==> config.mk <==
export PLATFORM = sky130hd
export DESIGN_NAME = op_sel_seq
export DESIGN_NICKNAME = d
export VERILOG_FILES = /design/src/rtl/op_sel_seq.sv
export SDC_FILE = /design/constraint.sdc
export NUM_CORES = 1
export LEC_CHECK = 0
export CAP_MARGIN = 20
export CORE_ASPECT_RATIO = 1.75
export CORE_MARGIN = 3
export CORE_UTILIZATION = 33
export DETAILED_ROUTE_END_ITERATION = 8
export PLACE_DENSITY = 0.59
export SYNTH_ARGS = -nofsm -noshare
export SYNTH_HDL_FRONTEND = slang
export SYNTH_SLANG_ARGS = --single-unit
==> constraint.sdc <==
create_clock -name clk -period 6.4 [get_ports clk]
set_input_delay 0.64 -clock clk [delete_from_list [all_inputs] [get_ports clk]]
set_output_delay 0.64 -clock clk [all_outputs]
set_load 0.05 [all_outputs]
==> src/rtl/op_sel_seq.sv <==
// Button-driven 3-bit pattern select: two debounced step buttons plus load/hold.
// Each button is synchronized, debounced, and edge-detected into a one-edge step.

module op_sel_seq_db #(
  parameter int DEBOUNCE_CYCLES = 4
) (
  input  logic i_clk,
  input  logic i_rst,
  input  logic i_btn,
  output logic o_rise
);
  localparam logic [7:0] LP_LAST = 8'(DEBOUNCE_CYCLES - 1);

  logic       r_s1, r_s2, r_lvl;
  logic [7:0] r_cnt;
  logic       w_diff, w_accept;

  assign w_diff   = r_s2 ^ r_lvl;
  // Accept on the edge that would complete DEBOUNCE_CYCLES differing samples.
  assign w_accept = w_diff && (r_cnt == LP_LAST);
  assign o_rise   = w_accept && r_s2;

  always_ff @(posedge i_clk or posedge i_rst) begin
    if (i_rst) begin
      r_s1  <= 1'b0;
      r_s2  <= 1'b0;
      r_lvl <= 1'b0;
      r_cnt <= '0;
    end else begin
      r_s1 <= i_btn;
      r_s2 <= r_s1;
      if (!w_diff) begin
        r_cnt <= '0;
      end else if (w_accept) begin
        r_lvl <= r_s2;
        r_cnt <= '0;
      end else begin
        r_cnt <= r_cnt + 8'd1;
      end
    end
  end
endmodule

module op_sel_seq #(
  parameter int DEBOUNCE_CYCLES = 4
) (
  input  logic       clk,
  input  logic       rst,
  input  logic       btn_up,
  input  logic       btn_down,
  input  logic       load,
  input  logic [2:0] load_val,
  input  logic       hold,
  output logic       S0,
  output logic       S1,
  output logic       S2,
  output logic       sel_chg
);
  localparam int NUM_BTN = 2;

  logic [NUM_BTN-1:0] w_btn, w_rise;
  logic [2:0]         r_sel, w_nxt;
  logic               r_chg;

  assign w_btn = {btn_down, btn_up};

  generate
    for (genvar g = 0; g < NUM_BTN; g++) begin : g_btn
      op_sel_seq_db #(.DEBOUNCE_CYCLES(DEBOUNCE_CYCLES)) u_db (
        .i_clk  (clk),
        .i_rst  (rst),
        .i_btn  (w_btn[g]),
        .o_rise (w_rise[g])
      );
    end
  endgenerate

  // load beats hold beats step; simultaneous up/down fall into default and cancel.
  always_comb begin
    w_nxt = r_sel;
    if (load) begin
      w_nxt = load_val;
    end else if (!hold) begin
      case (w_rise)
        2'b01:   w_nxt = r_sel + 3'd1;
        2'b10:   w_nxt = r_sel - 3'd1;
        default: w_nxt = r_sel;
      endcase
    end
  end

  always_ff @(posedge clk or posedge rst) begin
    if (rst) begin
      r_sel <= '0;
      r_chg <= 1'b0;
    end else begin
      r_sel <= w_nxt;
      r_chg <= (w_nxt != r_sel);
    end
  end

  assign {S2, S1, S0} = r_sel;
  assign sel_chg      = r_chg;
endmodule

; Yosys cells after proc, flatten, opt, wreduce, memory -nomap -nowiden
; Index checks and enable logic that the tools add are counted.
[word_totals]
ff_bits = 26
latchBits = 0
ramBits = 0
rom_bits = 0
input_bits = 9
out_inout_bits = 4
wordCells = 34
memories = 0
[op_classes]
add_sub_neg = 4
mul = 0
div = 0
order_cmp = 0
n_eq_ne = 5
shifts = 0
n_mux = 7
n_bitwise = 2
reduce_logical = 6
[op_table]
columns = cell, count
row1 = $mux W8, 4
row2 = $add A8 B1 Y8 const B, 2
row3 = $eq A8 B2 Y1 const B, 2
row4 = $mux W3, 2
row5 = $pmux W3 S2, 1
row6 = $logic_and A1 B1 Y1, 4
row7 = $reduce_and A2 Y1, 2
row8 = $add A3 B1 Y3 const B, 1
row9 = $ne A3 B3 Y1, 1
row10 = $sub A3 B1 Y3 const B, 1
row11 = $eq A2 B1 Y1 const B, 1
row12 = $eq A2 B2 Y1 const B, 1
row13 = $xor A1 B1 Y1, 2

; Longest topological paths before layout
[logic_depth]
word_depth = 8
ltp_mapped = 9
ltp_nobuf = 9

; Modules after synthesis
; From an unflattened synthesis, not the netlist that was laid out.
[unflattened]
cells_unflattened = 116
hier_area_um2 = 1249.9
[modules_own_cells]
columns = mod, n_inst, cells_per_inst, area_per_inst_um2, seq_area_each_um2
row1 = op_sel_seq_db, 2, 45, 496.7, 275.3
row2 = op_sel_seq, 1, 26, 256.5, 100.1

; Worst setup path after synthesis
; OpenSTA, ideal clock, no wires.
[synth_timing]
path_kind = register to register
startpoint = reg g_btn[0].u_db.r_cnt[0]
endpoint = reg r_sel[2]
setup_ns = 0.126
arrival_ns = 2.159
required_ns = 6.274
path_slack_ns = 4.115
stages_incl_launch_ff = 9
n_path_buf = 0
synth_period_minus_slack_ns = 2.285
path_cell_list = dfrtp_1 -> ha_1 -> nor4b_2 -> nand4b_1 -> ha_1 -> fa_1 -> xor2_1 -> a21oi_1 -> a311o_1
[synth_between]
elab_chain_cells = 7
word_cells_on_any_way = 8
classes_between = 3 x eq/ne / 3 x mux / 2 x reduce/logical
[synth_rtl]
columns = element, line
row1 = from (decl), 15  ; logic [7:0] r_cnt;
row2 = from (signal assigned), 38  ; r_cnt <= r_cnt + 8'd1;
row3 = $eq A8 B2 Y1 *, 20  ; assign w_accept = w_diff && (r_cnt == LP_LAST);
row4 = $logic_and A1 B1 Y1 *, 20
row5 = $logic_and A1 B1 Y1 *, 21  ; assign o_rise = w_accept && r_s2;
row6 = $eq A2 B2 Y1 / $eq A2 B1 Y1 (equally long branches), 84  ; case (w_rise)
row7 = $pmux W3 S2 *, 84
row8 = $mux W3 *, 83  ; end else if (!hold) begin
row9 = $mux W3 *, 81  ; if (load) begin
row10 = net w_nxt[2], 62  ; logic [2:0] r_sel, w_nxt;
row11 = to (signal assigned), 97  ; r_sel <= w_nxt;
row12 = to (decl), 62
; Mark *: on every way through the listed nets, which the timed path passes. The rest lies on a longest branch.
; A chain may end at the register's enable or synchronous reset.

; Worst setup path after layout
; Same ends and word-level chain as after synthesis.

==> summary.txt <==
Clock network
  • CTS Buffer Depth: 2
  • Setup Buffers After CTS: 0
  • Htree depth: 1
  • CTS clk-pin slew, worst paths: approximately 90 ps
  • TritonCTS clock tree: yes
  • Clock sink total: 26
  • TritonCTS Buffers: 3
  • Clk root buf: clkbuf_8
  • Hold buffers post-CTS: 0
  • Post-CTS sizing: 0
  • Skew-Pair Late Insertion Delay: 270 ps

Drt
  • First-pass DRT Iterations: 3
  • Via/cell ratio: about 4.9
  • WL/cell: between 10 and 15 um
  • Final ANT Viol Nets: 0
  • DRC errors left: 0
  • Drt total wl: 2221 um
  • Vias: ~860
  • Iter 0 DRT Violations: 23

Placement
  • Routability cong.: about 0.83
  • DP HPWL: 1695 um
  • IO buf count: 12
  • DP Worst Slack: 3844 ps

Synthesis
  • Yosys top cell by area: dfrtp_1
  • Yosys warning total: 0
  • Yosys reg bits: 26
  • Syn nets: 126
  • Seq/Total Area, Yosys: 0.5312
  • Dominant synthesized flop cell: dfrtp_1
  • Cell Area, Synth: 1225 sq um
  • Share of the synthesized area in the top cell type: 0.5312
  • Post-synth EDFFs: 0
  • Distinct cells, synth: 28
  • Post-synth top cells: dfrtp_1, nor2_1, nand3_1, o21ai_0, xnor2_1
  • Syn Area/Cell: between 10 and 15 sq um
  • Ranking of synthesized cells by area: dfrtp_1, xnor2_1, xor2_1
  • Count leader, synth: dfrtp_1
  • Mapped Cells: 113
  • Async set-reset flop share out of synthesis: 1.000

Global route
  • First-pass GRT wire length: 3850 um
  • Vias in the first global route: slightly below 900
  • Largest net degree at the start of global routing: 27
  • Gr ovfl total: 0
  • Initial antenna violation count: 0
  • Overall routing resource usage: 0.1123

Timing
  • Period minus WS final: 2555 ps
  • WHS: 357.5 ps
  • Final worst slack: 3845 ps
  • Hold Vio Cnt, Final: 0
  • TNS Setup: 0 ps
  • Max-slew violation count: 0
  • FMAX: roughly 400 MHz
  • Clk_skew: roughly 5.4 ps
  • Slew headroom: 0.6546
  • Unrepaired setup endpoints after global routing: false
  • Final period util: 0.3992
  • Worst Tran Pin Value: around 520 ps
  • Final setup viols: 0

Power
  • Cell internal pwr: 0.2979 mW
  • Flop pwr share: 0.497
  • Power Dens Cells: roughly 300 nW/um^2
  • Combinational share of power: 0.261
  • Maximum VDD drop: 0.1873 mV
  • Pleak: 0.6036 nW
  • Net Switching: around 0.14 mW
  • Sw Ratio: 0.3181
  • Clock Power Share: 0.242
  • Final total power: 0.4369 mW

Status
  • Status: finished, final reports clean

Floorplanning
  • Rows: 28
  • I/O pin count: 13
  • Initial Util: 0.3532
  • Die Y: 86.60 um
  • Die area: 4508 sq um
  • Die width: 52.06 um
  • Core Region: 3468 sq um

Setup path
  • Crit Path Class: reg2reg
  • Req. time, crit path: about 6600 ps
  • Critical path launch point type: register
  • Crit. End Element: register
  • Arr. time, crit path: ~2700 ps
  • Critical-path maximum fanout: 5

Layout
  • Fillers: 338
  • Fin util: 0.4232
  • Area Overhead vs Synth: 19.82%
  • Share of layout cells above drive strength 1: 0.08527
  • Antenna Diode Count: 0
  • Final #Nets: 143

Job
  • MaxCap Viol Count: 0

Hold path
  • Min-Delay Path Class: reg2reg
## path summary, 6_finish.rpt
check / start / to / slack, ps / cells past startpoint
setup / recovery: g_btn[0].u_db.r_cnt[0] / r_sel[2] / 3840 / 8
hold / removal: g_btn[1].u_db.r_s1 / g_btn[1].u_db.r_s2 / 360 / 0
setup reg to reg: g_btn[0].u_db.r_cnt[0] / r_sel[2] / 3840 / 8
hold reg to reg: g_btn[1].u_db.r_s1 / g_btn[1].u_db.r_s2 / 360 / 0
max in group asynchronous: rst / g_btn[0].u_db.r_cnt[1] / 5230 / 3
min in group asynchronous: rst / g_btn[1].u_db.r_cnt[4] / 690 / 2
## final cells by class
class | instances | area [sq um] | area share
repair buffers | 13 | 135.1 | 0.09207
flip-flops and latches | 26 | 650.6 | 0.4433
inverters | 3 | 11.26 | 0.007673
well taps | 45 | 56.30 | 0.03836
multi-input cells | 83 | 559.3 | 0.3811
clock buffers | 4 | 55.05 | 0.03751
## kinds of logic after synthesis
| kind of cell | synth area share |
|---|---|
| and+or+nand+nor | 0.1951 |
| DFF | 0.5312 |
| AOI/OAI and AO/OA | 0.09193 |
| xor gates and xnor gates | 0.09295 |
| buffers and inverters | 0.01225 |
| adders and majority gates | 0.04699 |
| muxes | 0.02962 |
## through the flow
| stage | cell area (sq um) | instances |
|---|---|---|
| 6_report | 1468 | 174 |
| 5_1_grt | 1468 | 174 |
| 3_3_place_gp | 1398 | 169 |
| 2_1_floorplan | 1225 | 113 |
| 4_1_cts | 1453 | 173 |
| 3_5_place_dp | 1398 | 169 |
## power groups by stage
stage / Sequential, mW / Clock [mW] / Combinational [mW]
floorplan: 0.225 / 0 / 0.0754
global placement: 0.219 / 0 / 0.112
detailed placement: 0.221 / 0 / 0.115
CTS: 0.218 / 0.110 / 0.116
global route: 0.222 / 0.115 / 0.128
finish: 0.217 / 0.106 / 0.114
## critical path, cell delays in order, from the launching register on
cell	delay, ps
dfrtp_1	420
ha_1	260
nor4b_2	340
nand4b_1	170
ha_1	260
fa_1	380
xor2_1	190
a21oi_1	90
a311o_1	330
## registers in the layout, indices dropped and copies added, names as in the netlist
signal / flops
g_btn.u_db.r_s1: 2
g_btn.u_db.r_s2: 2
r_sel: 3
g_btn.u_db.r_cnt: 16
sel_chg: 1
g_btn.u_db.r_lvl: 2
## per-layer routing
metal	global-route usage	up-vias	routed length (um)
met1	0.1300	417	881
met3	0.01549	4	48
met4	0.05012	0	29
li1	-	425	-
met2	0.1982	9	1261
met5	0	-	0
## cells in the final DEF (no fill, tap or decap), drive strengths merged, types with 2 or more instances in the layout
cell	n
a21oi	7
and2	2
clkbuf	4
clkdlybuf4s50	12
dfrtp	26
ha	3
inv	3
mux2	2
nand2	7
nand3	8
nand4	2
nor2	11
nor3	2
nor4b	2
o21ai	8
or3	6
xnor2	8
xor2	5
(Power assumes the default switching activity.)
